## src/rtl/mul_res_fifo.sv

```systemverilog
`default_nettype none
// ============================================================================
// mul_res_fifo : FWFT result FIFO behind the 3-bit sign-magnitude multiplier
// Rev 1.0 - initial release
// ============================================================================
module mul_res_fifo #(
  parameter int RES_W = 5,
  parameter int DEPTH = 4,
  parameter int CNT_W = 3
) (
  input  logic             i_clk,
  input  logic             i_rst_n,
  input  logic             i_clr,
  input  logic             i_valid,
  input  logic [RES_W-1:0] i_res,
  output logic             o_in_ready,
  output logic             o_valid,
  input  logic             i_ready,
  output logic [RES_W-1:0] o_res,
  output logic             o_sf,
  output logic             o_zf,
  output logic [CNT_W-1:0] o_count,
  output logic             o_ovf
);

  localparam int PTR_W = (DEPTH > 1) ? $clog2(DEPTH) : 1;

  logic [RES_W-1:0] mem_res [DEPTH];
  logic [DEPTH-1:0] mem_zf;

  logic [PTR_W-1:0] wr_ptr;
  logic [PTR_W-1:0] rd_ptr;
  logic [CNT_W-1:0] count;
  logic             ovf;

  logic             full;
  logic             empty;
  logic             wr_en;
  logic             rd_en;
  logic             wr_zero;
  logic [RES_W-1:0] wr_data;

  // Full/empty come from the occupancy count so equal pointers stay unambiguous.
  assign full    = (count == CNT_W'(DEPTH));
  assign empty   = (count == '0);
  assign wr_en   = i_valid & ~full;
  assign rd_en   = i_ready & ~empty;

  // Negative zero is folded to +0 before it ever reaches storage.
  assign wr_zero = (i_res[RES_W-2:0] == '0);
  assign wr_data = wr_zero ? '0 : i_res;

  always_ff @(posedge i_clk or negedge i_rst_n) begin
    if (!i_rst_n) begin
      wr_ptr <= '0;
      rd_ptr <= '0;
      count  <= '0;
      ovf    <= 1'b0;
    end else if (i_clr) begin
      wr_ptr <= '0;
      rd_ptr <= '0;
      count  <= '0;
      ovf    <= 1'b0;
    end else begin
      if (wr_en) begin
        wr_ptr <= wr_ptr + PTR_W'(1);
      end
      if (rd_en) begin
        rd_ptr <= rd_ptr + PTR_W'(1);
      end
      if (wr_en && !rd_en) begin
        count <= count + CNT_W'(1);
      end else if (rd_en && !wr_en) begin
        count <= count - CNT_W'(1);
      end
      if (i_valid && full) begin
        ovf <= 1'b1;
      end
    end
  end

  // Storage carries no reset; occupancy alone decides what is meaningful.
  always_ff @(posedge i_clk) begin
    if (wr_en && !i_clr) begin
      mem_res[wr_ptr] <= wr_data;
      mem_zf[wr_ptr]  <= wr_zero;
    end
  end

  assign o_in_ready = ~full;
  assign o_valid    = ~empty;
  assign o_res      = empty ? '0 : mem_res[rd_ptr];
  assign o_sf       = ~empty & mem_res[rd_ptr][RES_W-1];
  assign o_zf       = ~empty & mem_zf[rd_ptr];
  assign o_count    = count;
  assign o_ovf      = ovf;

endmodule
`default_nettype wire
```

## config.mk

```make
export PLATFORM = sky130hd
export DESIGN_NAME = mul_res_fifo
export DESIGN_NICKNAME = d
export VERILOG_FILES = /design/src/rtl/mul_res_fifo.sv
export SDC_FILE = /design/constraint.sdc
export NUM_CORES = 1
export LEC_CHECK = 0
export BUFFER_PORTS_ARGS = -buffer_cell sky130_fd_sc_hd__buf_2
export CAP_MARGIN = 20
export CORE_MARGIN = 5
export CORE_UTILIZATION = 44
export DETAILED_ROUTE_END_ITERATION = 16
export SETUP_SLACK_MARGIN = 0.2
export SLEW_MARGIN = 5
export SYNTH_ARGS = -nofsm -noshare
export SYNTH_HDL_FRONTEND = slang
export SYNTH_SLANG_ARGS = --single-unit
export TNS_END_PERCENT = 100
```

## constraint.sdc

```tcl
create_clock -name i_clk -period 2.6 [get_ports i_clk]
set_input_delay 0.52 -clock i_clk [delete_from_list [all_inputs] [get_ports i_clk]]
set_output_delay 0.52 -clock i_clk [all_outputs]
set_load 0.03 [all_outputs]
```

## Yosys cells after proc, flatten, opt, wreduce, memory -nomap -nowiden

Memory sizes are Yosys's and may differ from the RTL's.
Cells that the tools add are included.
Widths: inputs -> output; s select.

- Bits in writable memories: 20
- Input port bits: 10
- Output and inout bits: 13
- Flip-flop bits (word level): 12
- Memories kept: 1
- Word-level logic and storage cells: 52

Memories:

| name | words | bits a word | rd ports | clocked after memory_dff | wr ports | RTL line | RTL |
|---|---|---|---|---|---|---|---|
| mem_res | 4 | 5 | 1 | 0 | 1 | 28 | `logic [RES_W-1:0] mem_res [DEPTH];` |

- Bitwise operators: 6
- Reductions and logical operators: 14
- Muxes and demuxes: 18
- $add $sub $neg: 4
- Equal/unequal tests: 1
- $lt $le $gt $ge: 3

Operator list:

| kind | count |
|---|---|
| $mux 5 | 2 |
| $mux 3 | 3 |
| $mux 2 | 4 |
| $lt 2x3->1 const B | 2 |
| $mux 1 | 6 |
| $reduce_bool 2->1 | 3 |
| $logic_and 1x1->1 | 5 |
| $add 2x1->2 const B | 2 |
| $and 1x1->1 | 4 |
| $bwmux 4 | 1 |
| $logic_not 4->1 | 1 |
| $add 3x1->3 const B | 1 |
| $eq 3x3->1 const B | 1 |
| $logic_not 1->1 | 3 |
| $logic_not 3->1 | 1 |
| $reduce_bool 3->1 | 1 |
| $sub 3x1->3 const B | 1 |
| $bmux 1 s2 | 1 |
| $demux 1 s2 | 1 |
| $ge 2x1->1 const B | 1 |
| $not 1->1 | 2 |

## Depth between registers and ports, before layout

- Word-level depth: 8
- Gate-level depth with buffers: 8
- Mapped depth without buffers: 7

## Worst setup path before layout

Ideal clock, no wire load.

- Kind: register to register
- Start point: register count[0], in the netlist o_count[0]
- End point: register count[2], in the netlist o_count[2]
- Data arrival time: 2,198 ps
- Buffers on the path: 1
- Clock period less this slack: 2,347 ps
- Setup time: 149 ps
- Path slack: 253 ps
- Data required time: 2,451 ps
- Cell stages (with the launch flop): 9
- Cells stage by stage: dfrtp_1 > buf_4 > nor3b_2 > inv_2 > and3_1 > fa_1 > and3b_1 > a311oi_1 > a211oi_1

- Elaborated cells on any way between the ends: 16
- Classes of those cells: add/sub: 2; eq/ne: 1; mux: 3; bitwise: 4; reduce/logical: 6

RTL lines:

| element | RTL line | RTL |
|---|---|---|
| from (decl) | 33 | `logic [CNT_W-1:0] count;` |
| from (signal assigned) | 72 | `count <= count + CNT_W'(1);` |
| from (signal assigned) | 74 | `count <= count - CNT_W'(1);` |
| $eq 3x3->1 * | 44 | `assign full = (count == CNT_W'(DEPTH));` |
| $not 1->1 * | n/a |  |
| named net o_in_ready | 16 | `output logic o_in_ready,` |
| $and 1x1->1 * | 46 | `assign wr_en = i_valid & ~full;` |
| $logic_and 1x1->1 or $logic_not 1->1 (tied branches) | 71, 73 |  |
| $mux 3 or $logic_and 1x1->1 (tied branches) | 71, 73 |  |
| $mux 3 or $reduce_bool 3->1 (tied branches) | n/a |  |

The timed path passes the listed nets; every way through them passes the cells marked *. The select of a mux whose other input is x is not followed.
A chain may end at the register's enable or synchronous reset.

## Worst setup path after layout

- Start point: register count[1], in the netlist o_count[1]
- End point: register count[2], in the netlist o_count[2]

- Longest elaborated chain between the ends: 7
- Elaborated cells on any way between the ends: 16
- Classes of those cells: add/sub: 2; eq/ne: 1; mux: 3; bitwise: 4; reduce/logical: 6

RTL lines:

| element |
|---|
| parallel branches: the longest is 7 deep, another holds $sub 3x1->3 |

Parallel ways; which one is timed is not known. The select of a mux whose other input is x is not followed.

==> reports/results.ini <==
[grt]
grt_overflow=0
gr-usage-all-layers=0.121
grt_max_degree=12
grt_pass1_wl_um=4560
antenna_found_initial=0
grt_pass1_vias=928

[finish]
fillCellCount=326
multi_input_area_um2=527
drive_above_1_share=0.313
finish.utilization=0.516
seq_area_um2=922
finalNetCount=145
diodes=0
area_growth_pct=12.7

[power_and_ir_drop]
p_per_area_nw_per_um2=1010
p_sw_uw=677
p_sw_frac=0.386
seqPwrFrac=0.402
internal_power_uw=1080
ir_drop_mv=0.455
p_leak_uw=0.000702
clock_power_share=0.209
comb_power_share=0.389

[setup_path]
slowest_delay_ns=0.51
critPathLaunchType=register
worstSetupEndpointType=register
cp.arrival_ns=2.48
required_ns=2.80
crit_fanout=11
path_class=register to register
crit_slowest_cell=dfrtp_1
path_cells=nor3b_4 > inv_2 > and3_1 > fa_1 > and3b_1 > a311oi_1 > a211oi_1
r2r_cells=7
rrSetupSlack_ns=0.32

[synthesis]
ys.warnings.count=0
ys_seq_area_frac=0.598
async_reset_ff_frac=0.250
synth_area_leaders=edfxtp_1 47%, dfrtp_1 13%, mux4_2 8.8%, ha_1 3.3%, nor2b_1 2.8%
synth.ff_latch_count=32
netlist_area_um2=1540
synth_nets=127
yosysTopAreaCell=edfxtp_1
synthDominantCellAreaShare=0.468
synth-edff-count=24
avgSynthCellArea_um2=13.7
yosys_most_used_dff=edfxtp_1
yosysUniqueCellTypes=35
syn_inst=112

[die]
die_y_um=69.1
die_area_um2=4780
start_util=0.458
die_w_um=69.1
row_count=21
core_um2=3360
io_pins=23

[sta]
fin_ws_ns=0.318
fin_crit_sh=0.878
tightest_slew_ns=0.700
slew-limit-headroom=0.529
drv_slew=0
rsz0062_at_grt=no
max_freq_mhz=438
finClkSkew_ns=0.00500
layout_min_cycle_time_ns=2.28
tns_ns=0
finalSetupViolCount=0
hold_viol=0

[route]
wl_met2_um=1250
wl_met1_um=1180
drt.antenna.violating_nets=0
vias=904
drcViolationCount=0
routed_via_density=5.11
dr.pass1.iters=4
routedWlPerCell_um=14.6
wl_met3_um=124
drtIter0Drc=32
top_layer=met4
drt_wl_total_um=2590

[min_path]
worst_hold_path_type=input port to asynchronous set/reset pin

[placed_design]
portBuffers=22
place_ws_ns=0.350
dp_hpwl_um=1880
place_congestion=0.844

[clock_tree]
ctsLongestPathBuffers=2
worst_skew_pair.late_latency_ns=0.32
cts_tree=built
cts_root_buf=clkbuf_4
cts_made_buffers=5
cts_max_level=2
cts.sinks=32
hold_buffers=0
clk_pin_slew_ns=0.09
post_cts_buffers=0

[status]
status=finished clean

[run]
maxCapViolCount=0

-- registers in the layout, indices dropped and copies added (netlist names) --
| name | count |
|---|---|
| mem_res | 20 |
| mem_zf | 4 |
| o_count | 3 |
| rd_ptr | 2 |
| wr_ptr | 2 |
| o_ovf | 1 |
-- final cells by class --
cell class / count / share of cell area
clock buffers: 6 / 0.0238
clock inverters: 2 / 0.0202
inverters: 9 / 0.0195
multi-input cells: 59 / 0.304
flip-flops and latches: 32 / 0.532
well taps: 46 / 0.0332
repair buffers: 23 / 0.0678
-- repair_timing --
action | in CTS | in global routing
setup endpoints to repair | 2 | 1
pin swaps | 0 | 0
resized for setup | 1 | 1
-- worst paths after layout --
check                           endpoint  startpoint
hold reg to reg                    o_ovf       o_ovf
max in group asynchronous      rd_ptr[0]     i_rst_n
setup reg to reg              o_count[2]  o_count[1]
hold / removal                o_count[0]     i_rst_n
setup / recovery              o_count[2]  o_count[1]
min in group i_clk         mem_res[0][2]    i_res[2]
-- synth_stat cells (2+ instances only) --
| master | number |
|---|---|
| a21oi_1 | 3 |
| and2_1 | 4 |
| buf_2 | 3 |
| buf_4 | 2 |
| clkbuf_1 | 6 |
| dfrtp_1 | 8 |
| edfxtp_1 | 24 |
| ha_1 | 4 |
| inv_1 | 8 |
| mux4_2 | 6 |
| nand3_1 | 2 |
| nor2_1 | 8 |
| nor2b_1 | 7 |
| nor3_1 | 2 |
| o21ai_0 | 3 |
| o31ai_1 | 2 |
| xor2_1 | 2 |
-- metrics by stage --
stage                     hold WS, ns  std cells  instance area (um2)  power (uW)
after floorplan                 0.224        112                 1540        1240
after global placement          0.379        169                 1650        1390
after detailed placement        0.383        169                 1650        1400
after CTS                      0.0250        177                 1730        1760
after global routing           0.0197        177                 1730        1860
final                          0.0264        177                 1730        1760
-- metal layers --
metal	vias up	GRT usage
met5	-	0
met4	0	0.0456
met3	5	0.0407
met2	21	0.191
met1	437	0.153
li1	441	-
-- critical path: cells and delay by family (launching register included) --
kind | cells | cell delay (ns)
AND/OR/NAND/NOR | 3 | 0.74
flip-flops | 1 | 0.51
adder cells (fa/ha/maj) | 1 | 0.42
AO/OA/AOI/OAI | 2 | 0.39
buffers and inverters | 1 | 0.09
-- placed cells by master (no fill, tap or decap), drive strengths merged --
cell type,n
edfxtp,24
buf,23
inv,9
nor2,8
dfrtp,8
nor2b,7
mux4,6
clkbuf,6
and2,4
ha,4
o21ai,3
a21oi,3
nor3,2
nand3,2
o31ai,2
xor2,2
nor3b,1
nor4,1
and3,1
mux2i,1
o211a,1
a211o,1
o211ai,1
mux2,1
o311ai,1
o21a,1
and3b,1
a21o,1
a311oi,1
a31o,1
a211oi,1
fa,1
bufinv,1
clkinv,1
-- logic make-up after synthesis --
logic type                 Yosys count  synth area share
buffers and inverters               21            0.0634
AOI/OAI and AO/OA                   17            0.0781
muxes                                8             0.104
and+or+nand+nor                     27            0.0992
DFF                                 32             0.598
xor gates and xnor gates             2            0.0114
adders and majority gates            5            0.0455
-- power by group through the flow --
stage,Combinational (uW),Sequential [uW],Clock (uW)
2_1_floorplan,565,680,0
3_3_place_gp,683,707,0
3_5_place_dp,689,710,0
4_1_cts,690,700,371
5_1_grt,745,722,396
6_report,683,706,367
Note: power is estimated with default switching activity, not from simulation.
